==> config.mk <==
export PLATFORM = sky130hd
export DESIGN_NAME = tdm_receive_frame_flat
export DESIGN_NICKNAME = d
export VERILOG_FILES = /design/src/rtl/tdm_receive_frame_if.sv /design/src/rtl/tdm_receive_frame.sv /design/src/flat_wrapper.sv
export SDC_FILE = /design/constraint.sdc
export NUM_CORES = 1
export LEC_CHECK = 0
export CAP_MARGIN = 20
export CORE_MARGIN = 2
export CORE_UTILIZATION = 50
export DETAILED_ROUTE_END_ITERATION = 12
export HOLD_SLACK_MARGIN = 0.08
export PLACE_DENSITY = 0.86
export SLEW_MARGIN = 20
export SYNTH_ARGS = -nofsm -noshare
export SYNTH_HDL_FRONTEND = slang
export SYNTH_SLANG_ARGS = --single-unit
==> constraint.sdc <==
create_clock -name clk_in -period 2.2 [get_ports clk_in]
set_input_delay 0.33 -clock clk_in [delete_from_list [all_inputs] [get_ports clk_in]]
set_output_delay 0.33 -clock clk_in [all_outputs]
set_load 0.01 [all_outputs]
==> src/rtl/tdm_receive_frame_if.sv <==
// Parallel frame output of the TDM receiver: sample vector plus valid/ready handshake.
// The producer (receiver) drives through master; the consumer uses slave.
interface tdm_receive_frame_if #(
    parameter int OUT_WIDTH = 32,
    parameter int SLOTS     = 4
);
    logic [SLOTS-1:0][OUT_WIDTH-1:0] audio_out;
    logic                            audio_valid_out;
    logic                            audio_ready_in;

    modport master (output audio_out, output audio_valid_out, input audio_ready_in);
    modport slave  (input audio_out, input audio_valid_out, output audio_ready_in);
endinterface

==> src/rtl/tdm_receive_frame.sv <==
// TDM serial-audio receiver: deserialises SLOTS sign-extended samples per WS frame.
// Latency: padding SCK edges after the last data bit, then 2 clk_in cycles to valid.
// Backpressure: a held frame is never overwritten; a frame completing while busy is dropped.
module tdm_receive_frame #(
    parameter int DATA_WIDTH  = 24,
    parameter int SLOT_WIDTH  = 32,
    parameter int SLOTS       = 4,
    parameter int OUT_WIDTH   = 32,
    parameter int SAMPLE_RISE = 1,
    parameter int DATA_DELAY  = 1
) (
    input  logic                clk_in,
    input  logic                rst_in,
    input  logic                sck_in,
    input  logic                ws_in,
    input  logic                sd_in,
    tdm_receive_frame_if.master aud,
    output logic                frame_err_out,
    output logic                overrun_out
);
    localparam int BCW = $clog2(SLOT_WIDTH + 1);
    localparam int SCW = (SLOTS > 1) ? $clog2(SLOTS) : 1;
    localparam logic [BCW-1:0] BIT_LAST  = BCW'(SLOT_WIDTH - 1);
    localparam logic [BCW-1:0] BIT_DATA  = BCW'(DATA_WIDTH);
    localparam logic [SCW-1:0] SLOT_LAST = SCW'(SLOTS - 1);

    typedef enum logic [1:0] {IDLE, SHIFT, COMMIT, ARMED} state_t;

    state_t                           state_q;
    logic [2:0]                       sck_q;
    logic [1:0]                       ws_q;
    logic [1:0]                       sd_q;
    logic                             ws_prev_q;
    logic [BCW-1:0]                   bit_cnt_q;
    logic [SCW-1:0]                   slot_cnt_q;
    logic [SLOTS-1:0][DATA_WIDTH-1:0] slot_q;
    logic [SLOTS-1:0][OUT_WIDTH-1:0]  audio_q;
    logic [SLOTS-1:0][OUT_WIDTH-1:0]  audio_d;
    logic                             valid_q;
    logic                             frame_err_q;
    logic                             overrun_q;

    logic           s_stb;
    logic           sync;
    logic           last_bit;
    logic           start;
    logic           shift_en;
    logic [SCW-1:0] shift_idx;

    // sck_q[2] is the previous synchronised level, so S lines up with ws_q[1]/sd_q[1]
    assign s_stb = (SAMPLE_RISE != 0) ? (sck_q[1] & ~sck_q[2]) : (~sck_q[1] & sck_q[2]);
    assign sync  = s_stb & ws_q[1] & ~ws_prev_q;

    assign last_bit = (bit_cnt_q == BIT_LAST) && (slot_cnt_q == SLOT_LAST);
    assign start    = sync && ((state_q == IDLE) || (state_q == ARMED) ||
                               ((state_q == SHIFT) && !last_bit));
    assign shift_en = s_stb && (start ? (DATA_DELAY == 0)
                                      : ((state_q == SHIFT) && (bit_cnt_q < BIT_DATA)));
    assign shift_idx = start ? '0 : slot_cnt_q;

    always_comb begin
        audio_d = '0;
        for (int i = 0; i < SLOTS; i++) begin
            audio_d[i] = OUT_WIDTH'($signed(slot_q[i]));
        end
    end

    always_ff @(posedge clk_in) begin
        if (!rst_in) begin
            state_q     <= IDLE;
            sck_q       <= '0;
            ws_q        <= '0;
            sd_q        <= '0;
            ws_prev_q   <= 1'b0;
            bit_cnt_q   <= '0;
            slot_cnt_q  <= '0;
            slot_q      <= '0;
            audio_q     <= '0;
            valid_q     <= 1'b0;
            frame_err_q <= 1'b0;
            overrun_q   <= 1'b0;
        end else begin
            sck_q       <= {sck_q[1:0], sck_in};
            ws_q        <= {ws_q[0], ws_in};
            sd_q        <= {sd_q[0], sd_in};
            frame_err_q <= 1'b0;
            overrun_q   <= 1'b0;

            if (s_stb) begin
                ws_prev_q <= ws_q[1];
            end
            if (shift_en) begin
                slot_q[shift_idx] <= {slot_q[shift_idx][DATA_WIDTH-2:0], sd_q[1]};
            end
            if (valid_q && aud.audio_ready_in) begin
                valid_q <= 1'b0;
            end

            if (start) begin
                // A sync mid-frame abandons the partial frame and starts over on it
                frame_err_q <= (state_q == SHIFT);
                state_q     <= SHIFT;
                slot_cnt_q  <= '0;
                bit_cnt_q   <= (DATA_DELAY == 0) ? BCW'(1) : BCW'(0);
            end else begin
                case (state_q)
                    IDLE, ARMED: begin
                        if (s_stb) begin
                            state_q <= IDLE;
                        end
                    end
                    SHIFT: begin
                        if (s_stb) begin
                            if (bit_cnt_q == BIT_LAST) begin
                                bit_cnt_q <= '0;
                                if (slot_cnt_q == SLOT_LAST) begin
                                    slot_cnt_q <= '0;
                                    state_q    <= COMMIT;
                                end else begin
                                    slot_cnt_q <= slot_cnt_q + SCW'(1);
                                end
                            end else begin
                                bit_cnt_q <= bit_cnt_q + BCW'(1);
                            end
                        end
                    end
                    COMMIT: begin
                        state_q <= ARMED;
                        if (!valid_q || aud.audio_ready_in) begin
                            audio_q <= audio_d;
                            valid_q <= 1'b1;
                        end else begin
                            overrun_q <= 1'b1;
                        end
                    end
                    default: state_q <= IDLE;
                endcase
            end
        end
    end

    assign aud.audio_out       = audio_q;
    assign aud.audio_valid_out = valid_q;
    assign frame_err_out       = frame_err_q;
    assign overrun_out         = overrun_q;
endmodule

==> src/flat_wrapper.sv <==
// flat-port wrapper written by rule: the top's interface ports become plain ports
module tdm_receive_frame_flat 
#(
    parameter int DATA_WIDTH  = 24,
    parameter int SLOT_WIDTH  = 32,
    parameter int SLOTS       = 4,
    parameter int OUT_WIDTH   = 32,
    parameter int SAMPLE_RISE = 1,
    parameter int DATA_DELAY  = 1
)
  (clk_in, rst_in, sck_in, ws_in, sd_in, frame_err_out, overrun_out, aud_audio_out, aud_audio_valid_out, aud_audio_ready_in);
  tdm_receive_frame_if #(.OUT_WIDTH(OUT_WIDTH), .SLOTS(SLOTS)) aud_i ();
  input  logic clk_in;
  input  logic rst_in;
  input  logic sck_in;
  input  logic ws_in;
  input  logic sd_in;
  output logic frame_err_out;
  output logic overrun_out;
  output wire logic [$bits(aud_i.audio_out)-1:0] aud_audio_out;
  output wire logic [$bits(aud_i.audio_valid_out)-1:0] aud_audio_valid_out;
  input wire logic [$bits(aud_i.audio_ready_in)-1:0] aud_audio_ready_in;
  assign aud_audio_out = aud_i.audio_out;
  assign aud_audio_valid_out = aud_i.audio_valid_out;
  assign aud_i.audio_ready_in = aud_audio_ready_in;
  tdm_receive_frame #(.DATA_WIDTH(DATA_WIDTH), .SLOT_WIDTH(SLOT_WIDTH), .SLOTS(SLOTS), .OUT_WIDTH(OUT_WIDTH), .SAMPLE_RISE(SAMPLE_RISE), .DATA_DELAY(DATA_DELAY)) u_core (.clk_in(clk_in), .rst_in(rst_in), .sck_in(sck_in), .ws_in(ws_in), .sd_in(sd_in), .aud(aud_i), .frame_err_out(frame_err_out), .overrun_out(overrun_out));
endmodule
* Word-level counts from Yosys, hierarchy flattened
Cells that the tools add are included.
Operators by class: add/sub/neg operators 2, order comparisons 3, equality and inequality tests 13, muxes and demuxes 20, bitwise operators 8, reductions and logical operators 22
Operators by type and width (number):
- 96-bit bitwise mux | 1
- 24-bit binary-select mux with 2-bit select | 1
- 24-bit demux with 2-bit select | 1
- 24-bit 2-to-1 mux | 1
- 23-bit 2-to-1 mux | 1
- 2-bit 2-to-1 mux | 6
- 4-bit AND reduction | 2
- 1-bit logical AND | 7
- 1-bit 2-to-1 mux | 7
- 6-bit by 1-bit adder with 6-bit output, second input constant | 1
- 2-bit equality test, second input constant | 3
- 6-bit by 5-bit equality test with 1-bit output, second input constant | 1
- 6-bit by 5-bit less-than comparator with 1-bit output, second input constant | 1
- 6-bit 2-to-1 mux | 1
- 3-bit by 1-bit != test with 1-bit output, second input constant | 2
- 3-bit by 2-bit != test with 1-bit output, second input constant | 2
- 2-bit case mux with 3 select lines | 1
- 3-bit AND reduction | 2
- 1-bit NOT | 5
- 2-bit by 1-bit != test with 1-bit output, second input constant | 2
- 2-bit != test, second input constant | 2
- 2-bit AND reduction | 2
- 2-bit OR reduction | 2
- 1-bit AND | 3
- 8 further kinds | 11
Word-level totals: flip-flop bits (word level) 213, input bits 6, output and inout bits 131, logic and storage cells 87

* Longest topological paths before layout
depth in word-level cells 12, depth in mapped cells 9

* Least setup slack after synthesis
Ideal clock, no wire load.
kind register to register, start reg u_core.state_q[1], end reg u_core.slot_q (netlist bit u_core.audio_d[36]), library setup time 0.145 ns, arrival 1.756 ns, required time 2.055 ns, path slack 0.299 ns, stages on the path, launching flop included 10, buffers on the path 3, period minus slack after synthesis 1.901 ns, cells stage by stage dfxtp_1 inv_1 ha_1 nand4bb_1 buf_4 nor4b_4 and2_1 buf_4 buf_8 a211oi_2
Between the ends: word-level cells in the longest chain between the ends 10, elaborated cells on any way between the ends 19
Ends and longest elaborated chain:
- start, declared | RTL line tdm_receive_frame.sv:29 | state_t state_q;
- start signal, assigned | RTL line tdm_receive_frame.sv:70 | state_q <= IDLE;
- start signal, assigned | RTL line tdm_receive_frame.sv:102 | state_q <= SHIFT;
- start signal, assigned | RTL line tdm_receive_frame.sv:109 | state_q <= IDLE;
- 2-bit equality test (tied with other cells) | RTL line tdm_receive_frame.sv:55 | assign start = sync && ((state_q == IDLE) || (state_q == ARMED) ||
- 1-bit logical OR or 1-bit logical AND (tied branches) | RTL line tdm_receive_frame.sv:55, tdm_receive_frame.sv:56
- 1-bit logical OR | RTL line tdm_receive_frame.sv:55
- 1-bit logical AND | RTL line tdm_receive_frame.sv:55
- 2-bit 2-to-1 mux | RTL line tdm_receive_frame.sv:59 | assign shift_idx = start ? '0 : slot_cnt_q;
- 2-bit by 3-bit less-than comparator with 1-bit output (not written as such) or 2-bit by 1-bit greater-or-equal comparator with 1-bit output (tied branches) | RTL line tdm_receive_frame.sv:93 | slot_q[shift_idx] <= {slot_q[shift_idx][DATA_WIDTH-2:0], sd_q[1]};
- 1-bit logical AND (not written as such) | RTL line tdm_receive_frame.sv:93
- 24-bit 2-to-1 mux (not written as such) | RTL line tdm_receive_frame.sv:93
- 24-bit demux with 2-bit select
- 96-bit bitwise mux | RTL line tdm_receive_frame.sv:93
- end signal, assigned by index | RTL line tdm_receive_frame.sv:93
- end, declared | RTL line tdm_receive_frame.sv:36 | logic [SLOTS-1:0][DATA_WIDTH-1:0] slot_q;
Several ways; a longest one is shown, not always the timed one. The select of a mux whose other input is x is not followed. A chain may end at the register's enable or synchronous reset.

* Final worst setup path
start reg u_core.slot_cnt_q[1], end reg u_core.slot_q (netlist bit u_core.audio_d[115])
Between the ends: word-level cells in the longest chain between the ends 12, elaborated cells on any way between the ends 17
Ends and longest elaborated chain:
- start, declared | RTL line tdm_receive_frame.sv:35 | logic [SCW-1:0] slot_cnt_q;
- start signal, assigned | RTL line tdm_receive_frame.sv:120 | slot_cnt_q <= slot_cnt_q + SCW'(1);
- 2-bit equality test | RTL line tdm_receive_frame.sv:54 | assign last_bit = (bit_cnt_q == BIT_LAST) && (slot_cnt_q == SLOT_LAST);
- 1-bit logical AND | RTL line tdm_receive_frame.sv:54
- 1-bit zero test | RTL line tdm_receive_frame.sv:56 | ((state_q == SHIFT) && !last_bit));
- 1-bit logical AND | RTL line tdm_receive_frame.sv:56
- 1-bit logical OR | RTL line tdm_receive_frame.sv:55
- 1-bit logical AND | RTL line tdm_receive_frame.sv:55
- 2-bit 2-to-1 mux | RTL line tdm_receive_frame.sv:59
- 2-bit by 3-bit less-than comparator with 1-bit output (not written as such) or 2-bit by 1-bit greater-or-equal comparator with 1-bit output (tied branches) | RTL line tdm_receive_frame.sv:93
- 1-bit logical AND (not written as such) | RTL line tdm_receive_frame.sv:93
- 24-bit 2-to-1 mux (not written as such) | RTL line tdm_receive_frame.sv:93
- 24-bit demux with 2-bit select
- 96-bit bitwise mux | RTL line tdm_receive_frame.sv:93
Several ways; a longest one is shown, not always the timed one. The select of a mux whose other input is x is not followed.

==> impl_metrics.tcl <==
set metrics [dict create \
    gp_congestion 0.831 \
    slew_violations 0 \
    setup_viol 0 \
    crit_fanout 32 \
    drtAntennaViolNets 0 \
    vias 7227 \
    slew_headroom_pct 61.4 \
    leakagePower_nw 3.34 \
    post-dp-hpwl_mm 12.5 \
    setup_slack_ps 83.7 \
    period_share_pct 96.2 \
    clockBufferDepth 3 \
    cts_root_buf "clkbuf_16" \
    syn_to_final_growth_pct 26.8 \
    startpoint_type "register" \
    worst_ep_required_time_ps 2580 \
    start_util_pct 50.6 \
    grt_overflow 0 \
    place_ws_ps -72.0 \
    chipHeight_um 133 \
    cts_buffers 22 \
    diodes 0 \
    power.density_mw_per_mm2 866 \
    r2r-end "u_core.audio_d[115]$_SDFFE_PN0P_" \
    ir_worst_vdd_v 0.000941 \
    cp-end-kind "register" \
    yosys_register_bits 213 \
    portBuffers 136 \
    report.power.total_mw 9.16 \
    synthCells 969 \
    syn-num-nets 980 \
    cts_sinks 213 \
    cp.arrival_ps 2500 \
    status "complete, no violations" \
    syn_area_per_cell_um2 8.61 \
    antenna_found_initial 0 \
    holdPathEnd "u_core.sck_q[0]$_SDFF_PN0_" \
    grt_pass1_vias 6782 \
    synth_edf_count 0 \
    io_pins 137 \
    hp-class "primary input to register" \
    dr.pass1.iters 5 \
    synth_top_area_share_pct 51.1 \
    multi_input_area_mm2 0.00347 \
    max_slew.worst_pin.slew_ps 578 \
    route.detailed.drc 0 \
    yosysTopAreaCell "dfxtp_1" \
    drt_wl_total_mm 20.3 \
    worst-setup-path-type "register to register" \
    cap_violations 0 \
    path_clk_slew_ps 60 \
    nets 1059 \
    ys.flop_type "dfxtp_1" \
    yosysWarningCount 0 \
    rows 47 \
    fillerInstances 1299 \
    cts_tree "built" \
    viasPerCell 5.64 \
    regToRegSetupSlack_ps 80 \
    wl_per_cell_um 15.8 \
    synth.cell_area_mm2 0.00834 \
    synth.distinct_cells 49 \
    coreArea_mm2 0.0165 \
    drtIter0Drc 578 \
    use_met2_pct 39.6 \
    met1_usage_pct 27.7 \
    timing.fmax_mhz 473 \
    ys_top_cells_by_area "dfxtp_1, a21oi_1, nand2_1" \
    h-tree-depth 1 \
    use_met3_pct 3.54 \
    grt.total_usage_pct 22.2 \
    finalCriticalPeriod_ps 2120 \
    ys_seq_area_share_pct 51.1 \
    hold_depth 2 \
    hp-start "sck_in" \
    hold_violations 0 \
    dieArea_mm2 0.0177 \
    grt_max_degree 62 \
    grt_pass1_wl_mm 33.2 \
    finClkSkew_ps 8.76 \
    grt-busiest-layer "met2" \
    rsz0062_at_grt "false" \
    clkLatencyLatePin_ps 500 \
    asyncSetResetFlopFracSynth_pct 0 \
    postCtsHoldBufs 0 \
    fp.dieW_um 133 \
    r2r-start "u_core.slot_cnt_q[1]$_SDFFE_PP0P_" \
    regArea_mm2 0.00427 \
    drive_above_1_share_pct 8.57 \
    rr_worst_depth 6 \
]
## synth_stat cells, types with 8 or more instances
cell type	number
dfxtp_1	213
nand2_1	201
a21oi_1	196
nand3_1	51
clkbuf_1	43
o21ai_0	41
a211oi_1	36
buf_4	35
mux2i_1	26
buf_2	25
a211oi_2	10
and2_1	10
nor2_1	10
o21ai_1	8
## state kept, by name, indices dropped and copies added, names as in the netlist
name                        flops
u_core.aud.audio_valid_out      1
u_core.sd_q                     2
u_core.aud.audio_out           96
u_core.audio_d                 96
u_core.overrun_out              1
u_core.ws_q                     2
u_core.state_q                  2
u_core.ws_prev_q                1
u_core.slot_cnt_q               2
u_core.frame_err_out            1
u_core.sck_q                    3
u_core.bit_cnt_q                6
## metal layers
metal / share of wire, % / up-vias
met1: 41 / 3443
met5: 0 / -
met2: 50 / 265
li1: - / 3476
met4: 2.7 / 0
met3: 6.0 / 43
## cell families (layout without fill, tap and decap cells)
family / Yosys count / count (layout) / share of synthesized area [%]
AO/OA/AOI/OAI: 300 / 300 / 20.4
AND/OR/NAND/NOR: 300 / 301 / 16.3
flip-flops: 213 / 213 / 51.1
buffers and inverters: 121 / 213 / 7.89
multiplexers: 26 / 26 / 3.12
adder cells (fa/ha/maj): 5 / 5 / 0.750
XOR/XNOR: 4 / 4 / 0.420
## cell usage in the layout, fill, tap and decap left out, types with 2 or more instances in the layout
master	instances
a211oi_1	36
a211oi_2	10
a21oi_1	196
and2_1	10
buf_12	11
buf_4	22
bufinv_16	5
clkbuf_1	4
clkbuf_16	23
clkbuf_8	2
clkdlybuf4s50_1	136
clkinv_2	3
dfxtp_1	212
ha_1	5
inv_1	5
inv_6	2
mux2i_1	26
nand2_1	201
nand2b_1	2
nand3_1	51
nand3b_1	2
nand4b_1	2
nor2_1	10
nor3_1	4
nor4b_4	2
o21ai_0	40
o21ai_1	9
or3_1	2
or4b_4	2
xnor2_1	2
xor2_1	2
## worst max-delay path by stage
stage	from	end	slack, ps	cells after the start
after global placement	u_core.state_q[0]$_SDFFE_PN0P_	u_core.state_q[1]$_SDFFE_PP0P_	70	7
after floorplan	u_core.state_q[1]$_SDFFE_PP0P_	u_core.audio_d[36]$_SDFFE_PN0P_	300	9
after global routing	u_core.state_q[1]$_SDFFE_PP0P_	u_core.audio_d[71]$_SDFFE_PN0P_	6	8
final	u_core.slot_cnt_q[1]$_SDFFE_PP0P_	u_core.audio_d[115]$_SDFFE_PN0P_	80	6
after detailed placement	u_core.state_q[0]$_SDFFE_PN0P_	u_core.bit_cnt_q[3]$_SDFFE_PP0P_	-70	7
after CTS	u_core.state_q[1]$_SDFFE_PP0P_	u_core.audio_d[22]$_SDFFE_PN0P_	90	6
## cell type report
class,count,area share [%]
Multi-Input combinational cell,636,32.8
Sequential cell,213,40.3
Clock buffer,29,5.84
Timing Repair Buffer,169,16.5
Inverter,6,0.260
Tap cell,220,2.60
Clock inverter,9,1.64
## report_power, final
group	switching (mW)	internal (mW)	total (mW)	leakage, nW
logic	0.844	0.359	1.20	1.23
clock network	1.48	2.56	4.04	0.389
registers	0.0275	3.89	3.92	1.72
total	2.35	6.81	9.16	3.34
## worst max-delay path, stage by stage, from the launching register on
cell and delay (ps):
dfxtp_2 330, buf_4 460, nand2_1 200, nor3_2 300, buf_4 250, a21oi_1 120, a211oi_1 330
## per-stage QoR
step	TNS (ps)	std cells	hold WS (ps)	instance area (µm²)	util (%)
2_1_floorplan	0	969	412	8340	-
5_1_grt	0	1282	408	10600	64.2
3_3_place_gp	0	1242	417	9750	59.2
3_5_place_dp	-207	1242	422	9750	59.2
4_1_cts	0	1281	397	10600	64.1
6_report	0	1282	411	10600	64.2
## repair_timing
action	4_1_cts	5_1_grt
setup endpoints to repair	34	6
gates resized for setup	1	3
cloned	0	1
pin swaps	1	1
setup buffers	1	0
No activity file was read; power rests on OpenSTA's default activity.
